### src/rtl/nios2_oci_dct_pkg.sv
// Shared definitions for the OCI debug-capture-trace (DCT) sequencer.
//   - state_e : sequencer states (FILL collects items, HOLD presents the
//               buffer to the sink, DONE is the terminal end-of-test state)
//   - ITEM_W, SLOTS, BUF_W, CNT_W : trace item / buffer geometry
//   - item_t  : one trace item
package nios2_oci_dct_pkg;

  localparam int ITEM_W = 10;
  localparam int SLOTS  = 3;
  localparam int BUF_W  = ITEM_W * SLOTS;
  localparam int CNT_W  = 4;

  typedef logic [ITEM_W-1:0] item_t;

  typedef enum logic [1:0] {
    FILL = 2'd0,
    HOLD = 2'd1,
    DONE = 2'd2
  } state_e;

endpackage

### src/rtl/nios2_oci_dct_sequencer_if.sv
// Trace-source and trace-sink handshake bundle of the DCT sequencer.
//   src0_* : instruction-trace source (valid/item in, ready out)
//   src1_* : data-trace source (valid/item in, ready out)
//   dct_*  : buffer sink (valid/buffer/count out, ready in)
// Modports:
//   master : the sequencer side
//   slave  : the environment (trace sources and sink)
interface nios2_oci_dct_sequencer_if;
  import nios2_oci_dct_pkg::*;

  logic             src0_valid;
  item_t            src0_item;
  logic             src0_ready;
  logic             src1_valid;
  item_t            src1_item;
  logic             src1_ready;
  logic             dct_valid;
  logic             dct_ready;
  logic [BUF_W-1:0] dct_buffer;
  logic [CNT_W-1:0] dct_count;

  modport master (
    input  src0_valid, src0_item, src1_valid, src1_item, dct_ready,
    output src0_ready, src1_ready, dct_valid, dct_buffer, dct_count
  );

  modport slave (
    output src0_valid, src0_item, src1_valid, src1_item, dct_ready,
    input  src0_ready, src1_ready, dct_valid, dct_buffer, dct_count
  );

endinterface

### src/rtl/nios2_oci_dct_rr_arb.sv
// Two-way round-robin arbiter.
//   clk, reset_n : clock and asynchronous active-low reset
//   valid[1:0]   : request from source 0 / source 1
//   enable       : arbitration allowed this cycle
//   grant[1:0]   : one-hot combinational grant (0 when disabled)
// On a tie the source that did not win the most recent grant wins. The
// priority flag only moves when a grant is actually issued.
module nios2_oci_dct_rr_arb (
  input  logic       clk,
  input  logic       reset_n,
  input  logic [1:0] valid,
  input  logic       enable,
  output logic [1:0] grant
);

  // prio1_q set: source 1 wins a tie (source 0 won last)
  logic prio1_q, prio1_d;

  always_comb begin
    grant = 2'b00;
    if (enable) begin
      case (valid)
        2'b01:   grant = 2'b01;
        2'b10:   grant = 2'b10;
        2'b11:   grant = prio1_q ? 2'b10 : 2'b01;
        default: grant = 2'b00;
      endcase
    end
    prio1_d = prio1_q;
    if (grant[0]) begin
      prio1_d = 1'b1;
    end else if (grant[1]) begin
      prio1_d = 1'b0;
    end
  end

  always_ff @(posedge clk or negedge reset_n) begin
    if (!reset_n) begin
      prio1_q <= 1'b0;
    end else begin
      prio1_q <= prio1_d;
    end
  end

endmodule

### src/rtl/nios2_oci_dct_sequencer.sv
// OCI DCT buffer sequencer: packs instruction/data trace items into a
// three-slot buffer, hands full or flushed buffers to the sink over a
// valid/ready handshake and sequences the end-of-test drain.
// Ports:
//   clk, reset_n   : clock, asynchronous active-low reset
//   bus (master)   : trace sources and buffer sink handshake
//   flush_req      : pulse, flush a partially filled buffer
//   test_ending    : level, start the end-of-test drain
//   test_has_ended : sticky, set once the final flush has completed
//   stall_count    : cycles with a pending source and no grant
// Optional feature: define NIOS2_OCI_DCT_STALL_CNT_EN to build the
// saturating stall counter; otherwise stall_count is tied to 0.
module nios2_oci_dct_sequencer
  import nios2_oci_dct_pkg::*;
#(
  parameter int TIMEOUT = 64,
  parameter int TMO_W   = 7
) (
  input  logic                       clk,
  input  logic                       reset_n,
  nios2_oci_dct_sequencer_if.master  bus,
  input  logic                       flush_req,
  input  logic                       test_ending,
  output logic                       test_has_ended,
  output logic [15:0]                stall_count
);

  localparam logic [CNT_W-1:0] SLOTS_C   = CNT_W'(SLOTS);
  localparam logic [TMO_W-1:0] TIMEOUT_C = TMO_W'(TIMEOUT);

  state_e           state_q, state_d;
  logic [BUF_W-1:0] buf_q, buf_d;
  logic [CNT_W-1:0] cnt_q, cnt_d;
  logic [TMO_W-1:0] tmo_q, tmo_d;
  logic             end_pending_q, end_pending_d;
  logic             dct_valid_q, dct_valid_d;
  logic             ended_q, ended_d;

  logic [1:0] grant;
  logic       arb_en;
  logic       accept;
  item_t      acc_item;

  // Gated by reset_n so the ready outputs are 0 while reset is held.
  assign arb_en = reset_n && (state_q == FILL) && (cnt_q < SLOTS_C);

  nios2_oci_dct_rr_arb u_arb (
    .clk     (clk),
    .reset_n (reset_n),
    .valid   ({bus.src1_valid, bus.src0_valid}),
    .enable  (arb_en),
    .grant   (grant)
  );

  assign accept   = |grant;
  assign acc_item = grant[1] ? bus.src1_item : bus.src0_item;

  always_comb begin
    state_d       = state_q;
    buf_d         = buf_q;
    cnt_d         = cnt_q;
    tmo_d         = tmo_q;
    end_pending_d = end_pending_q;
    dct_valid_d   = dct_valid_q;
    ended_d       = ended_q | (state_q == DONE);

    case (state_q)
      FILL: begin
        if (accept) begin
          for (int k = 0; k < SLOTS; k++) begin
            if (cnt_q == CNT_W'(k)) begin
              buf_d[k*ITEM_W +: ITEM_W] = acc_item;
            end
          end
          cnt_d = cnt_q + CNT_W'(1);
          tmo_d = '0;
        end else if (cnt_q != '0) begin
          tmo_d = tmo_q + TMO_W'(1);
        end else begin
          tmo_d = '0;
        end

        // Decisions use the post-accept count so an item accepted this
        // cycle rides along with a flush or end-of-test drain.
        if (test_ending) begin
          if (cnt_d != '0) begin
            state_d       = HOLD;
            end_pending_d = 1'b1;
          end else begin
            state_d = DONE;
          end
        end else if ((cnt_d == SLOTS_C) ||
                     ((cnt_d != '0) && (flush_req || (tmo_d == TIMEOUT_C)))) begin
          state_d = HOLD;
        end

        dct_valid_d = (state_d == HOLD);
        if (state_d == HOLD) begin
          tmo_d = '0;
        end
      end

      HOLD: begin
        if (test_ending) begin
          end_pending_d = 1'b1;
        end
        if (bus.dct_ready) begin
          buf_d       = '0;
          cnt_d       = '0;
          dct_valid_d = 1'b0;
          state_d     = (end_pending_q || test_ending) ? DONE : FILL;
        end
      end

      default: begin
        // DONE is terminal; only reset leaves it.
      end
    endcase
  end

  always_ff @(posedge clk or negedge reset_n) begin
    if (!reset_n) begin
      state_q       <= FILL;
      buf_q         <= '0;
      cnt_q         <= '0;
      tmo_q         <= '0;
      end_pending_q <= 1'b0;
      dct_valid_q   <= 1'b0;
      ended_q       <= 1'b0;
    end else begin
      state_q       <= state_d;
      buf_q         <= buf_d;
      cnt_q         <= cnt_d;
      tmo_q         <= tmo_d;
      end_pending_q <= end_pending_d;
      dct_valid_q   <= dct_valid_d;
      ended_q       <= ended_d;
    end
  end

  assign bus.src0_ready = grant[0];
  assign bus.src1_ready = grant[1];
  assign bus.dct_valid  = dct_valid_q;
  assign bus.dct_buffer = buf_q;
  assign bus.dct_count  = cnt_q;
  assign test_has_ended = ended_q;

`ifdef NIOS2_OCI_DCT_STALL_CNT_EN
  logic [15:0] stall_q, stall_d;

  always_comb begin
    stall_d = stall_q;
    if ((bus.src0_valid || bus.src1_valid) && !accept && (stall_q != 16'hFFFF)) begin
      stall_d = stall_q + 16'd1;
    end
  end

  always_ff @(posedge clk or negedge reset_n) begin
    if (!reset_n) begin
      stall_q <= '0;
    end else begin
      stall_q <= stall_d;
    end
  end

  assign stall_count = stall_q;
`else
  assign stall_count = '0;
`endif

endmodule

### src/flat_wrapper.sv
// flat-port wrapper written by rule: the top's interface ports become plain ports
module nios2_oci_dct_sequencer_flat import nios2_oci_dct_pkg::*;
#(
  parameter int TIMEOUT = 64,
  parameter int TMO_W   = 7
)
  (clk, reset_n, flush_req, test_ending, test_has_ended, stall_count, bus_src0_valid, bus_src0_item, bus_src1_valid, bus_src1_item, bus_dct_ready, bus_src0_ready, bus_src1_ready, bus_dct_valid, bus_dct_buffer, bus_dct_count);
  nios2_oci_dct_sequencer_if bus_i ();
  input  logic clk;
  input  logic reset_n;
  input  logic flush_req;
  input  logic test_ending;
  output logic test_has_ended;
  output logic [15:0] stall_count;
  input wire logic [$bits(bus_i.src0_valid)-1:0] bus_src0_valid;
  input wire logic [$bits(bus_i.src0_item)-1:0] bus_src0_item;
  input wire logic [$bits(bus_i.src1_valid)-1:0] bus_src1_valid;
  input wire logic [$bits(bus_i.src1_item)-1:0] bus_src1_item;
  input wire logic [$bits(bus_i.dct_ready)-1:0] bus_dct_ready;
  output wire logic [$bits(bus_i.src0_ready)-1:0] bus_src0_ready;
  output wire logic [$bits(bus_i.src1_ready)-1:0] bus_src1_ready;
  output wire logic [$bits(bus_i.dct_valid)-1:0] bus_dct_valid;
  output wire logic [$bits(bus_i.dct_buffer)-1:0] bus_dct_buffer;
  output wire logic [$bits(bus_i.dct_count)-1:0] bus_dct_count;
  assign bus_i.src0_valid = bus_src0_valid;
  assign bus_i.src0_item = bus_src0_item;
  assign bus_i.src1_valid = bus_src1_valid;
  assign bus_i.src1_item = bus_src1_item;
  assign bus_i.dct_ready = bus_dct_ready;
  assign bus_src0_ready = bus_i.src0_ready;
  assign bus_src1_ready = bus_i.src1_ready;
  assign bus_dct_valid = bus_i.dct_valid;
  assign bus_dct_buffer = bus_i.dct_buffer;
  assign bus_dct_count = bus_i.dct_count;
  nios2_oci_dct_sequencer #(.TIMEOUT(TIMEOUT), .TMO_W(TMO_W)) u_core (.clk(clk), .reset_n(reset_n), .bus(bus_i), .flush_req(flush_req), .test_ending(test_ending), .test_has_ended(test_has_ended), .stall_count(stall_count));
endmodule
### config.mk
export PLATFORM = sky130hd
export DESIGN_NAME = nios2_oci_dct_sequencer_flat
export DESIGN_NICKNAME = d
export VERILOG_FILES = /design/src/rtl/nios2_oci_dct_pkg.sv /design/src/rtl/nios2_oci_dct_sequencer_if.sv /design/src/rtl/nios2_oci_dct_rr_arb.sv /design/src/rtl/nios2_oci_dct_sequencer.sv /design/src/flat_wrapper.sv
export SDC_FILE = /design/constraint.sdc
export NUM_CORES = 1
export LEC_CHECK = 0
export ABC_CLOCK_PERIOD_IN_PS = 2980
export CAP_MARGIN = 15
export CORE_UTILIZATION = 46
export DETAILED_ROUTE_END_ITERATION = 10
export PLACE_DENSITY = 0.8
export SLEW_MARGIN = 25
export SYNTH_ARGS = -nofsm -noshare
export SYNTH_HDL_FRONTEND = slang
export SYNTH_SLANG_ARGS = --single-unit
### constraint.sdc
create_clock -name clk -period 2.98 [get_ports clk]
set_clock_uncertainty 0.2 [all_clocks]
set_input_delay 0.596 -clock clk [delete_from_list [all_inputs] [get_ports clk]]
set_output_delay 0.596 -clock clk [all_outputs]
set_load 0.1 [all_outputs]
==> impl_metrics.yaml <==
cts:
  cts_setup_buffers: 0
  path_clk_slew_ns: 0.09
  ctsHoldBuffers: 0
  insertion_delay_ns: 0.30
  root_buffer: "clkbuf_8"
  cts_made_buffers: 5
  cts_buffer_depth: 2
  htree_levels: 2
  cts_tree: "built"
  cts.sinks: 47
timing:
  fin_crit_ns: 2.851
  relSlewSlack: 0.6103
  hold-worst-slack_ns: 0.1937
  timing.final.crit_share: 0.9566
  drv_slew: 0
  tns_ns: 0
  setup_violations: 0
  rsz0062_at_grt: "false"
  max_freq_ghz: 0.3508
  worst_pin_slew_ns: 0.5839
  final-hold-violation-count: 0
cells_and_area:
  fin_nets: 333
  drive_gt1_frac: 0.3609
  fin_cells: 372
  utilization: 0.6343
  syn_to_final_growth_pct: 30.38
  antenna_cells: 0
critical_path:
  regToRegStartpoint: "u_core.bus.dct_count[0]"
  worstSetupEndpointType: "output pin"
  crit_chain: "nor4_4 -> nand2_1 -> nor2_2 -> buf_12"
  crit_fanout: 11
  path_class: "flop to output pin"
  regToRegEndpoint: "u_core.state_q[1]"
  r2r_slack_ns: 0.49
  slowest_stage: "nor2_2"
  crit_buf_inv: 1
  crit_family: "simple AND/OR/NAND/NOR gates"
  r2r_cells: 9
  worstPathRequired_ns: 2.18
  cp.arrival_ns: 2.05
  worstSetupStartpointType: "flop"
  cpPeakStageDelay_ns: 0.50
die:
  die_h_um: 75.96
  ios: 81
  die_area_um2: 5770
  row_count: 26
  die_w_um: 75.96
  core-area_um2: 5172
  start_util: 0.4865
logic_synthesis:
  syn_area_um2: 2516
  postSynthAreaPerCell_um2: 11.08
  synth_flop_cell: "dfrtp_1"
  ys_warn_count: 0
  postSynthCellCount: 227
  async_reset_ff_frac: 1.000
  ys_ff_latch: 47
  synth_cell_types: 50
  synth_edf_count: 0
  ys_seq_area_frac: 0.4674
power:
  powerDensity_nw_per_um2: 714.0
  switching_power_w: 0.001118
  swShare: 0.4773
  power_frac_comb: 0.455
  internal-power_w: 0.001224
  clkPwrFrac: 0.206
  leakage_nw: 1.540
  ir_worst_vdd_mv: 0.4789
  seq_power_share: 0.339
global_routing:
  grt_pass1_vias: 1798
  grt_max_degree: 48
  grt_overflow: 0
  grt_pass1_wl_um: 9266
  grt_usage: 0.2017
  antenna_found_initial: 0
placement:
  place_inst: 364
  globalplace.congestion: 0.8518
  hpwlAfterDp_um: 3940
  io_buffers: 64
drt:
  drc: 0
  via_per_inst: 4.952
  postRouteAntennaNets: 0
  dr.first_iter.drc_count: 95
  num_vias: 1842
  wl_per_cell_um: 14.26
  routed_wl_um: 5304
  first_pass_iters: 4
min_path:
  hold_class: "primary input to asynchronous set/reset pin"
job:
  cap_violations: 0
run_status:
  outcome: "complete, no violations"
## power groups by stage
stage | logic, W | registers (W) | clock network (W)
2_1_floorplan | 0.000291 | 0.00136 | 0
3_3_place_gp | 0.00106 | 0.000801 | 0
3_5_place_dp | 0.00107 | 0.000806 | 0
4_1_cts | 0.00107 | 0.000794 | 0.000492
5_1_grt | 0.00111 | 0.000807 | 0.000517
6_report | 0.00107 | 0.000794 | 0.000482
## sequential cells by signal, summed over array words and instances, names as in the netlist
register / flops
u_core.bus.dct_buffer: 30
u_core.bus.dct_count: 4
u_core.bus.dct_valid: 1
u_core.end_pending_q: 1
u_core.state_q: 2
u_core.test_has_ended: 1
u_core.tmo_q: 7
u_core.u_arb.prio1_q: 1
## how the worst max path moves through the flow
stage	depth (start not counted)	startpoint	to
finish	4	u_core.state_q[0]	bus_src1_ready
global placement	5	bus_src0_valid	bus_src1_ready
floorplan	3	u_core.bus.dct_count[3]	bus_src0_ready
detailed placement	5	bus_src0_valid	bus_src1_ready
CTS	4	u_core.state_q[0]	bus_src1_ready
global route	4	u_core.state_q[0]	bus_src1_ready
## area by class of cell
cell class / count / area [um2]
fillers: 415 / 1892
multi-input cells: 162 / 1215
flip-flops and latches: 47 / 1180
repair buffers: 74 / 640.6
well taps: 70 / 87.58
clock buffers: 5 / 68.82
clock inverters: 3 / 47.55
inverters: 11 / 41.29
## synth_stat cells (3+ instances only)
cell type | count | area share
dfrtp_1 | 47 | 0.47
nand2_1 | 32 | 0.048
mux2_2 | 28 | 0.13
buf_4 | 17 | 0.051
a21oi_1 | 12 | 0.024
inv_1 | 11 | 0.016
o21ai_0 | 6 | 0.012
o21ai_1 | 6 | 0.012
ha_1 | 5 | 0.025
nand3_1 | 5 | 0.0099
nor2_1 | 5 | 0.0075
and2_1 | 3 | 0.0075
clkbuf_1 | 3 | 0.0045
o21ai_4 | 3 | 0.019
## per-stage QoR
step,setup slack (ns),total power [W],cell area (um2)
2_1_floorplan,0.005167,0.001649,2589
3_3_place_gp,0.03730,0.001859,3162
3_5_place_dp,-0.003560,0.001875,3162
4_1_cts,0.1435,0.002358,3281
5_1_grt,0.06203,0.002436,3281
6_report,0.1292,0.002342,3281
## per-layer routing
| layer | part of all wire | track usage | vias up |
|---|---|---|---|
| li1 | - | - | 902 |
| met1 | 0.46 | 0.2681 | 885 |
| met2 | 0.49 | 0.3364 | 46 |
| met3 | 0.037 | 0.03494 | 9 |
| met4 | 0.016 | 0.06346 | 0 |
| met5 | 0 | 0 | - |
## timing repair
action,CTS,global route
endpoints found under the setup margin,1,0
resized for setup,1,0
hold endpoints to repair,0,0
## cells in the final DEF, fill, tap and decap left out, types with 6 or more instances in the layout
cell type	synthesis	final
dfrtp_1	47	44
mux2_2	28	28
o21ai_0	6	6
nand2_1	32	32
buf_4	17	46
conb_1	1	16
o21ai_1	6	6
inv_1	11	11
clkdlybuf4s50_1	0	25
a21oi_1	12	12
## logic make-up (layout without fill, tap and decap cells)
family,Yosys count,after routing,synth area share
multiplexers,30,30,0.1343
buffers and inverters,33,93,0.07807
AND/OR/NAND/NOR,67,67,0.1472
adder cells (fa/ha/maj),5,5,0.02486
AO/OA/AOI/OAI,42,42,0.1397
flip-flops,47,47,0.4674
other,1,16,0.001490
XOR/XNOR,2,2,0.006963
No activity file was read; power rests on OpenSTA's default activity.
